### src/rtl/xy_bin_sequencer_if.sv
// Signal bundle between the xy_bin sequencer, its three BRAM clients and the shared BRAM port.
// The sequencer takes the slave view. The environment (top level or bench) takes the master view.
interface xy_bin_sequencer_if #(
  parameter int ADDR_W = 19,
  parameter int DATA_W = 3
);
  logic              start;
  logic              sd_start;
  logic              sd_done;
  logic              cc_start;
  logic              cc_done;
  logic              vga_start;

  logic [ADDR_W-1:0] sd_addr;
  logic [DATA_W-1:0] sd_din;
  logic              sd_en;
  logic              sd_we;

  logic [ADDR_W-1:0] cc_addr;
  logic [DATA_W-1:0] cc_din;
  logic              cc_en;
  logic              cc_we;

  logic [ADDR_W-1:0] vga_addr;

  logic [ADDR_W-1:0] bram_addr;
  logic [DATA_W-1:0] bram_din;
  logic              bram_en;
  logic              bram_we;

  logic [2:0]        state_out;
  logic              error;

  modport slave (
    input  start, sd_done, cc_done,
    input  sd_addr, sd_din, sd_en, sd_we,
    input  cc_addr, cc_din, cc_en, cc_we,
    input  vga_addr,
    output sd_start, cc_start, vga_start,
    output bram_addr, bram_din, bram_en, bram_we,
    output state_out, error
  );

  modport master (
    output start, sd_done, cc_done,
    output sd_addr, sd_din, sd_en, sd_we,
    output cc_addr, cc_din, cc_en, cc_we,
    output vga_addr,
    input  sd_start, cc_start, vga_start,
    input  bram_addr, bram_din, bram_en, bram_we,
    input  state_out, error
  );
endinterface

### src/rtl/xy_bin_sequencer.sv
// Sequences LOAD -> CONTOUR -> DISPLAY over the shared xy_bin BRAM, with a hang watchdog.
// It owns the single BRAM port and grants it, registered, to whichever stage is active.
module xy_bin_sequencer #(
  parameter int ADDR_W  = 19,
  parameter int DATA_W  = 3,
  parameter int TIMEOUT = 2**24,
  parameter int TO_W    = 25
) (
  input  logic               clk,
  input  logic               reset,
  xy_bin_sequencer_if.slave  bus
);

  typedef enum logic [2:0] {
    IDLE    = 3'd0,
    LOAD    = 3'd1,
    CONTOUR = 3'd2,
    DISPLAY = 3'd3,
    FAULT   = 3'd4
  } state_t;

  localparam logic [TO_W-1:0] WDOG_LAST = TO_W'(TIMEOUT - 1);
  localparam logic [TO_W-1:0] WDOG_ONE  = TO_W'(1);

  state_t            state;
  state_t            next_state;
  logic              state_change;

  logic [TO_W-1:0]   wdog;
  logic              expired;

  logic              sd_start_q;
  logic              cc_start_q;
  logic              sd_accept;
  logic              cc_accept;

  logic [ADDR_W-1:0] addr_q;
  logic [ADDR_W-1:0] addr_d;
  logic [DATA_W-1:0] din_q;
  logic [DATA_W-1:0] din_d;
  logic              en_q;
  logic              en_d;
  logic              we_q;
  logic              we_d;

  logic [2:0]        state_out_q;

  // A done seen during the start-pulse cycle may be stale from the previous run.
  assign sd_accept    = bus.sd_done && !sd_start_q;
  assign cc_accept    = bus.cc_done && !cc_start_q;
  assign expired      = (TIMEOUT != 0) && (wdog == WDOG_LAST);
  assign state_change = (next_state != state);

  always_ff @(posedge clk) begin
    if (reset) begin
      state <= IDLE;
    end else begin
      state <= next_state;
    end
  end

  always_comb begin
    next_state = state;
    case (state)
      IDLE: begin
        if (bus.start) next_state = LOAD;
      end
      LOAD: begin
        if (sd_accept)    next_state = CONTOUR;
        else if (expired) next_state = FAULT;
      end
      CONTOUR: begin
        if (cc_accept)    next_state = DISPLAY;
        else if (expired) next_state = FAULT;
      end
      DISPLAY: begin
        if (bus.start) next_state = LOAD;
      end
      FAULT: begin
        if (bus.start) next_state = LOAD;
      end
      default: next_state = IDLE;
    endcase
  end

  // Owner selection; a state change forces one dead cycle with en/we low.
  always_comb begin
    addr_d = addr_q;
    din_d  = din_q;
    en_d   = 1'b0;
    we_d   = 1'b0;
    if (!state_change) begin
      case (state)
        LOAD: begin
          addr_d = bus.sd_addr;
          din_d  = bus.sd_din;
          en_d   = bus.sd_en;
          we_d   = bus.sd_we;
        end
        CONTOUR: begin
          addr_d = bus.cc_addr;
          din_d  = bus.cc_din;
          en_d   = bus.cc_en;
          we_d   = bus.cc_we;
        end
        DISPLAY: begin
          addr_d = bus.vga_addr;
          din_d  = '0;
          en_d   = 1'b1;
          we_d   = 1'b0;
        end
        default: begin
          addr_d = addr_q;
          din_d  = din_q;
        end
      endcase
    end
  end

  always_ff @(posedge clk) begin
    if (reset) begin
      wdog <= '0;
    end else if (state_change) begin
      wdog <= '0;
    end else if ((TIMEOUT != 0) && ((state == LOAD) || (state == CONTOUR))) begin
      wdog <= wdog + WDOG_ONE;
    end
  end

  always_ff @(posedge clk) begin
    if (reset) begin
      sd_start_q  <= 1'b0;
      cc_start_q  <= 1'b0;
      addr_q      <= '0;
      din_q       <= '0;
      en_q        <= 1'b0;
      we_q        <= 1'b0;
      state_out_q <= 3'd0;
    end else begin
      sd_start_q  <= (next_state == LOAD) && (state != LOAD);
      cc_start_q  <= (next_state == CONTOUR) && (state != CONTOUR);
      addr_q      <= addr_d;
      din_q       <= din_d;
      en_q        <= en_d;
      we_q        <= we_d;
      state_out_q <= state;
    end
  end

  assign bus.sd_start  = sd_start_q;
  assign bus.cc_start  = cc_start_q;
  assign bus.vga_start = (state == DISPLAY);
  assign bus.error     = (state == FAULT);
  assign bus.bram_addr = addr_q;
  assign bus.bram_din  = din_q;
  assign bus.bram_en   = en_q;
  assign bus.bram_we   = we_q;
  assign bus.state_out = state_out_q;

endmodule
### src/flat_wrapper.sv
// flat-port wrapper written by rule: the top's interface ports become plain ports
module xy_bin_sequencer_flat 
#(
  parameter int ADDR_W  = 19,
  parameter int DATA_W  = 3,
  parameter int TIMEOUT = 2**24,
  parameter int TO_W    = 25
)
  (clk, reset, bus_start, bus_sd_done, bus_cc_done, bus_sd_addr, bus_sd_din, bus_sd_en, bus_sd_we, bus_cc_addr, bus_cc_din, bus_cc_en, bus_cc_we, bus_vga_addr, bus_sd_start, bus_cc_start, bus_vga_start, bus_bram_addr, bus_bram_din, bus_bram_en, bus_bram_we, bus_state_out, bus_error);
  xy_bin_sequencer_if #(.ADDR_W(ADDR_W), .DATA_W(DATA_W)) bus_i ();
  input  logic clk;
  input  logic reset;
  input wire logic [$bits(bus_i.start)-1:0] bus_start;
  input wire logic [$bits(bus_i.sd_done)-1:0] bus_sd_done;
  input wire logic [$bits(bus_i.cc_done)-1:0] bus_cc_done;
  input wire logic [$bits(bus_i.sd_addr)-1:0] bus_sd_addr;
  input wire logic [$bits(bus_i.sd_din)-1:0] bus_sd_din;
  input wire logic [$bits(bus_i.sd_en)-1:0] bus_sd_en;
  input wire logic [$bits(bus_i.sd_we)-1:0] bus_sd_we;
  input wire logic [$bits(bus_i.cc_addr)-1:0] bus_cc_addr;
  input wire logic [$bits(bus_i.cc_din)-1:0] bus_cc_din;
  input wire logic [$bits(bus_i.cc_en)-1:0] bus_cc_en;
  input wire logic [$bits(bus_i.cc_we)-1:0] bus_cc_we;
  input wire logic [$bits(bus_i.vga_addr)-1:0] bus_vga_addr;
  output wire logic [$bits(bus_i.sd_start)-1:0] bus_sd_start;
  output wire logic [$bits(bus_i.cc_start)-1:0] bus_cc_start;
  output wire logic [$bits(bus_i.vga_start)-1:0] bus_vga_start;
  output wire logic [$bits(bus_i.bram_addr)-1:0] bus_bram_addr;
  output wire logic [$bits(bus_i.bram_din)-1:0] bus_bram_din;
  output wire logic [$bits(bus_i.bram_en)-1:0] bus_bram_en;
  output wire logic [$bits(bus_i.bram_we)-1:0] bus_bram_we;
  output wire logic [$bits(bus_i.state_out)-1:0] bus_state_out;
  output wire logic [$bits(bus_i.error)-1:0] bus_error;
  assign bus_i.start = bus_start;
  assign bus_i.sd_done = bus_sd_done;
  assign bus_i.cc_done = bus_cc_done;
  assign bus_i.sd_addr = bus_sd_addr;
  assign bus_i.sd_din = bus_sd_din;
  assign bus_i.sd_en = bus_sd_en;
  assign bus_i.sd_we = bus_sd_we;
  assign bus_i.cc_addr = bus_cc_addr;
  assign bus_i.cc_din = bus_cc_din;
  assign bus_i.cc_en = bus_cc_en;
  assign bus_i.cc_we = bus_cc_we;
  assign bus_i.vga_addr = bus_vga_addr;
  assign bus_sd_start = bus_i.sd_start;
  assign bus_cc_start = bus_i.cc_start;
  assign bus_vga_start = bus_i.vga_start;
  assign bus_bram_addr = bus_i.bram_addr;
  assign bus_bram_din = bus_i.bram_din;
  assign bus_bram_en = bus_i.bram_en;
  assign bus_bram_we = bus_i.bram_we;
  assign bus_state_out = bus_i.state_out;
  assign bus_error = bus_i.error;
  xy_bin_sequencer #(.ADDR_W(ADDR_W), .DATA_W(DATA_W), .TIMEOUT(TIMEOUT), .TO_W(TO_W)) u_core (.clk(clk), .reset(reset), .bus(bus_i));
endmodule
### config.mk
export PLATFORM = sky130hd
export DESIGN_NAME = xy_bin_sequencer_flat
export DESIGN_NICKNAME = d
export VERILOG_FILES = /design/src/rtl/xy_bin_sequencer_if.sv /design/src/rtl/xy_bin_sequencer.sv /design/src/flat_wrapper.sv
export SDC_FILE = /design/constraint.sdc
export NUM_CORES = 1
export LEC_CHECK = 0
export ABC_AREA = 0
export ABC_CLOCK_PERIOD_IN_PS = 2200
export BUFFER_PORTS_ARGS = -buffer_cell sky130_fd_sc_hd__buf_2
export CAP_MARGIN = 0
export CORE_UTILIZATION = 45
export CTS_BUF_LIST = sky130_fd_sc_hd__clkbuf_2
export CTS_CLUSTER_DIAMETER = 120
export DETAILED_ROUTE_END_ITERATION = 12
export PLACE_DENSITY = 0.72
export SLEW_MARGIN = 40
export SYNTH_ARGS = -nofsm -noshare
export SYNTH_HDL_FRONTEND = slang
export SYNTH_SLANG_ARGS = --single-unit
### constraint.sdc
create_clock -name clk -period 2.2 [get_ports clk]
set_input_delay 0.44 -clock clk [delete_from_list [all_inputs] [get_ports clk]]
set_output_delay 0.44 -clock clk [all_outputs]
set_load 0.005 [all_outputs]
# Yosys cells after proc, flatten, opt, wreduce, memory -nomap -nowiden
# Cells that the tools add are included.
totals:
  ramBits: 0
  n_memories: 0
  elab_cells: 42
  romBits: 0
  out_inout_bits: 31
  latch_bits: 0
  ff_bits: 57
op_classes:
  n_mul: 0
  n_eq_ne: 10
  shift: 0
  div: 0
  magnitude_cmp: 0
  n_mux: 9
  bitwise_logic: 1
  add_sub_neg: 1
  reduce_logical: 12
op_table:
  columns: ["operator", "count"]
  rows:
  - ["case mux 19 bit (3 select lines)", 1]
  - ["adder 25 x 1 -> 25 bit (second input constant)", 1]
  - ["== test 25 x 24 -> 1 bit (second input constant)", 1]
  - ["case mux 3 bit (3 select lines)", 2]
  - ["2-to-1 mux 3 bit", 4]
  - ["== test 3 x 2 -> 1 bit (second input constant)", 3]
  - ["== test 3 x 1 -> 1 bit (second input constant)", 2]
  - ["logical AND 1 bit", 4]
  - ["== test 3 bit (second input constant)", 1]
  - ["logical NOT 3 bit", 1]
  - ["inequality test 3 x 1 -> 1 bit (second input constant)", 1]
  - ["inequality test 3 x 2 -> 1 bit (second input constant)", 1]
  - ["inequality test 3 bit", 1]
  - ["case mux 1 bit (3 select lines)", 1]
  - ["nonzero test 3 bit", 1]
  - ["OR reduction 3 bit", 1]
  - ["logical NOT 1 bit", 2]
  - ["case mux 1 bit (2 select lines)", 1]
  - ["AND reduction 2 bit", 1]
  - ["OR reduction 2 bit", 1]
  - ["logical OR 1 bit", 1]
  - ["NOT 1 bit", 1]

# Longest topological paths before layout
depth:
  depth_word: 7
  ltp_mapped: 8
  mapped_depth_nobuf: 6

# Worst setup path before layout
# Ideal clock, no wire load.
synth_path:
  kind: "reg-to-reg"
  start: "reg u_core.wdog[0]"
  end: "reg u_core.din_q[1] (netlist: u_core.bus.bram_din[1])"
  path_buffers: 1
  setup_time_ps: 88
  t_arrival_ps: 1773
  slack_ps: 339
  stages_incl_launch_ff: 7
  period_less_slack_ps: 1861
  path_cell_list: "dfxtp_1 ha_1 nand2_1 or3_1 a2111o_1 buf_6 a311oi_2"
synth_between:
  elab_chain_cells: 7
  elab_cells_between_ends: 8
synth_lines:
  columns: ["element", "line", "rtl"]
  rows:
  - ["start: declaration", "xy_bin_sequencer.sv:29", "logic [TO_W-1:0] wdog;"]
  - ["start signal: assignment", "xy_bin_sequencer.sv:126", "wdog <= wdog + WDOG_ONE;"]
  - ["== test 25 x 24 -> 1 bit *", "xy_bin_sequencer.sv:51", "assign expired = (TIMEOUT != 0) && (wdog == WDOG_LAST);"]
  - ["2-to-1 mux 3 bit *", "xy_bin_sequencer.sv:70, xy_bin_sequencer.sv:74", null]
  - ["2-to-1 mux 3 bit (on tied branches)", "xy_bin_sequencer.sv:73, xy_bin_sequencer.sv:69", null]
  - ["case mux 3 bit (3 select lines) *", "xy_bin_sequencer.sv:64", "case (state)"]
  - ["inequality test 3 bit *", "xy_bin_sequencer.sv:52", "assign state_change = (next_state != state);"]
  - ["NOT 1 bit (no source line) *", null, null]
  - ["AND reduction 2 bit (no source line) *", null, null]
  - ["end signal: assignment", "xy_bin_sequencer.sv:143", "din_q <= din_d;"]
  - ["end: declaration", "xy_bin_sequencer.sv:39", "logic [DATA_W-1:0] din_q;"]
# Every way passes the cells marked *; elsewhere a longest branch is shown, timed or not.
# A chain may end at the register's enable or synchronous reset.

# Final worst setup path
layout_path:
  start: "reg u_core.state[1]"
  end: "out bus_vga_start"
layout_between:
  elab_chain_cells: 1
layout_lines:
  columns: ["element", "line", "rtl"]
  rows:
  - ["start: declaration", "xy_bin_sequencer.sv:25", "state_t state;"]
  - ["start signal: assignment", "xy_bin_sequencer.sv:58", "state <= next_state;"]
  - ["== test 3 x 2 -> 1 bit", "xy_bin_sequencer.sv:152", "assign bus.vga_start = (state == DISPLAY);"]
  - ["end: declaration", "flat_wrapper.sv:27", "output wire logic [$bits(bus_i.vga_start)-1:0] bus_vga_start;"]
# Every way passes these cells.

==> impl_results.md <==
- Status: complete, no violations
- Max Cap Viol: 0
- Synth area leaders: dfxtp_1 36%, mux2i_1 6.1%, nor2_1 5.1%, o21ai_0 5.1%, xnor2_1 5.0%
- Post-route design area: 3730 µm²
- Yosys cell types: 52
- Final setup violating endpoints: 0
- Static Leak: approximately 0.0016 µW
- Hold Fails Final Rpt: 0
- Asr flop ratio synth: 0%
- Clock tree buffer depth: 2
- Mapped Cells: 384
- Busiest layer in global routing: met2
- I/O pin count: approximately 100
- Top-count cell post-synth: dfxtp_1
- Post-synthesis sequential area ratio: around 36%
- TNS Setup: 0 ps
- Syn nets: ~460
- First-pass iteration count of the detailed router: 6
- Core box area: just under 7000 µm²
- # fillers: 652
- Hold_buf cts: 0
- Dpl hpwl: around 5700 µm
- WL per Instance: 13.6 µm
- YS warnings: 0
- Root buffer cell: clkbuf_2
- Initial core utilization: 46.5%
- Fmax achieved: about 480 MHz
- Die area: approximately 7300 µm²
- P&R area growth vs syn: 18.8%
- Largest net degree at the start of global routing: 41
- Tcrit/Tclk final: between 90% and 100%
- Peak supply drop: ~200 µV
- Grt total ovfl: 0
- Post-route ant nets: 0
- DP Area: between 3000 and 4000 µm²
- Port buffer count: between 100 and 150
- First-pass GRT wire length: 13,200 µm
- RSZ-0062 raised after global routing: false
- Cts bufs inserted: 9
- Yosys reg bits: 57
- Later-pin clock latency in the skew report: 480 ps
- Setup bufs post-CTS: 0
- Hold Path Class: in -> reg
- Crit Path Class: reg -> out
- Final min period: just over 2000 ps
- Post-layout util: a little under three fifths
- DR vias/cell: approximately 5.5
- Synth Cell Area: between 3000 and 4000 µm²
- Final Routed Wirelength: a little under 8000 µm
- Worst-Margin Slew: just over 500 ps
- Setup slack, reg-to-reg: ~180 ps
- PnR worst setup slack: ~120 ps
- Pins over their slew limit: 0
- Dpl ws: 200 ps
- Num Clock Sinks: 57
- Met3 usage: roughly 2.9%
- Std cell rows: 30
- Vias: just over 3,000
- Die width: 85.6 µm
- Synth top cells by count: 57 x dfxtp_1, 43 x nor2_1, 36 x nand2_1
- Vias in the first global route: ~3,000
- EDFF count, synth: 0
- Syn_area_per_cell: 8.18 µm²
- Drt drc: 0
- Layout cells sized above 1: slightly below 30%
- Hold Crit Depth: 3
- CTS tree: done
- Die Y-Extent: roughly 86 µm
- Initial DRC count: 176
- Reg2Reg Depth: 7
- P per Cell Area: ~620 nW/µm²
- Initial antenna violation count: 0
- Worst Path Max Fanout: 10
- Post-synth top area share: a little over a third
- Max H-tree Level: 3
- Nets: between 500 and 600
- Yosys top cell by area: dfxtp_1
- Critical path capture point type: primary output
- Tot GR Track Use: 22.4%
- Setup crit start kind: flip-flop
- GP Congestion: slightly above 0.8
- Worst EP required: ~1800 ps
- Worst EP arrival: 1640 ps
- Diode count: 0
- Routing usage on met1: between 20% and 30%
- Reg clk slew, reported paths: approximately 150 ps
- Ys flop type: dfxtp_1
- Slew headroom: about two thirds
- Clock skew: between 20 and 30 ps
- M2 GR Usage: between 30% and 40%
[report_power, final]
part | leakage, µW | switching (µW) | internal, µW
clock network | 0.0000530 | 358 | 145
logic | 0.00104 | 356 | 295
registers | 0.000464 | 51.2 | 1110
total | 0.00156 | 766 | 1550
[cells in the final DEF, fill, tap and decap left out, types with 3 or more instances in the layout]
master,Yosys,routed
buf_2,6,102
nor2b_1,5,4
nor3_1,13,13
a31oi_1,4,4
inv_1,3,3
xor2_1,8,8
nand3_1,25,25
a21oi_1,29,29
nand2b_1,5,5
nand2_1,36,36
and2_1,5,5
nor2_1,43,43
mux2i_1,19,19
nor3b_1,3,3
nand4_1,9,9
o21ai_0,32,32
xnor2_1,18,18
o21ai_1,10,10
buf_4,0,11
clkbuf_2,0,12
dfxtp_1,57,55
nor4_1,3,3
[critical path, stage by stage, from the launching register on]
cell and delay [ps]:
dfxtp_2 450, buf_4 180, nor2b_2 220, and2_1 200
buf_2 120
[worst paths after layout]
check | from | endpoint
hold reg to reg | u_core.bus.bram_addr[2]$_SDFFE_PP0P_ | u_core.bus.bram_addr[2]$_SDFFE_PP0P_
setup / recovery | u_core.state[1]$_SDFF_PP0_ | bus_vga_start
setup reg to reg | u_core.wdog[0]$_SDFFE_PP0P_ | u_core.bus.bram_din[1]$_SDFFE_PP0P_
hold / removal | bus_sd_en | u_core.bus.bram_en$_SDFF_PP0_
[final cells by class]
class | count | area, µm² | share of cell area, %
sequential | 57 | 1140 | 30.6
multi-input combinational | 298 | 1780 | 47.6
inverter | 3 | 11.3 | 0.302
tap | 80 | 100 | 2.68
clock inverter | 2 | 7.51 | 0.201
clock buffer | 12 | 60.1 | 1.61
timing repair buffer | 115 | 633 | 17.0
[repair_timing]
item                                   CTS  global route
setup endpoints to repair                1             1
resized for setup                        1             1
endpoints found under the hold margin    0             0
[metal layers]
layer,vias up,routed length (µm)
met1,1402,3450
met5,-,0
met3,24,339
met2,116,3710
met4,0,241
li1,1556,-
[through the flow]
stage | total power, µW | hold slack, ps | std cells
6_report | 2310 | 236 | 567
2_1_floorplan | 1630 | 466 | 384
3_5_place_dp | 1830 | 463 | 553
5_1_grt | 2450 | 211 | 567
3_3_place_gp | 1810 | 460 | 553
4_1_cts | 2330 | 196 | 567
[kinds of logic (layout without fill, tap and decap cells)]
kind of cell             count (synthesis)  count (layout)  share of synthesized area [%]
AND/OR/NAND/NOR                        163             163                           26.0
XOR/XNOR                                26              26                           7.25
multiplexers                            19              19                           6.05
flip-flops                              57              57                           36.3
AO/OA/AOI/OAI                           89              89                           16.8
adder cells (fa/ha/maj)                  1               1                          0.398
buffers and inverters                   29             132                           7.17
[sequential cells by signal, indices dropped and copies added, names as in the netlist]
signal	count
u_core.bus.state_out	3
u_core.state	3
u_core.bus.bram_din	3
u_core.bus.sd_start	1
u_core.wdog	25
u_core.bus.cc_start	1
u_core.bus.bram_en	1
u_core.bus.bram_we	1
u_core.bus.bram_addr	19
(Power assumes the default switching activity.)
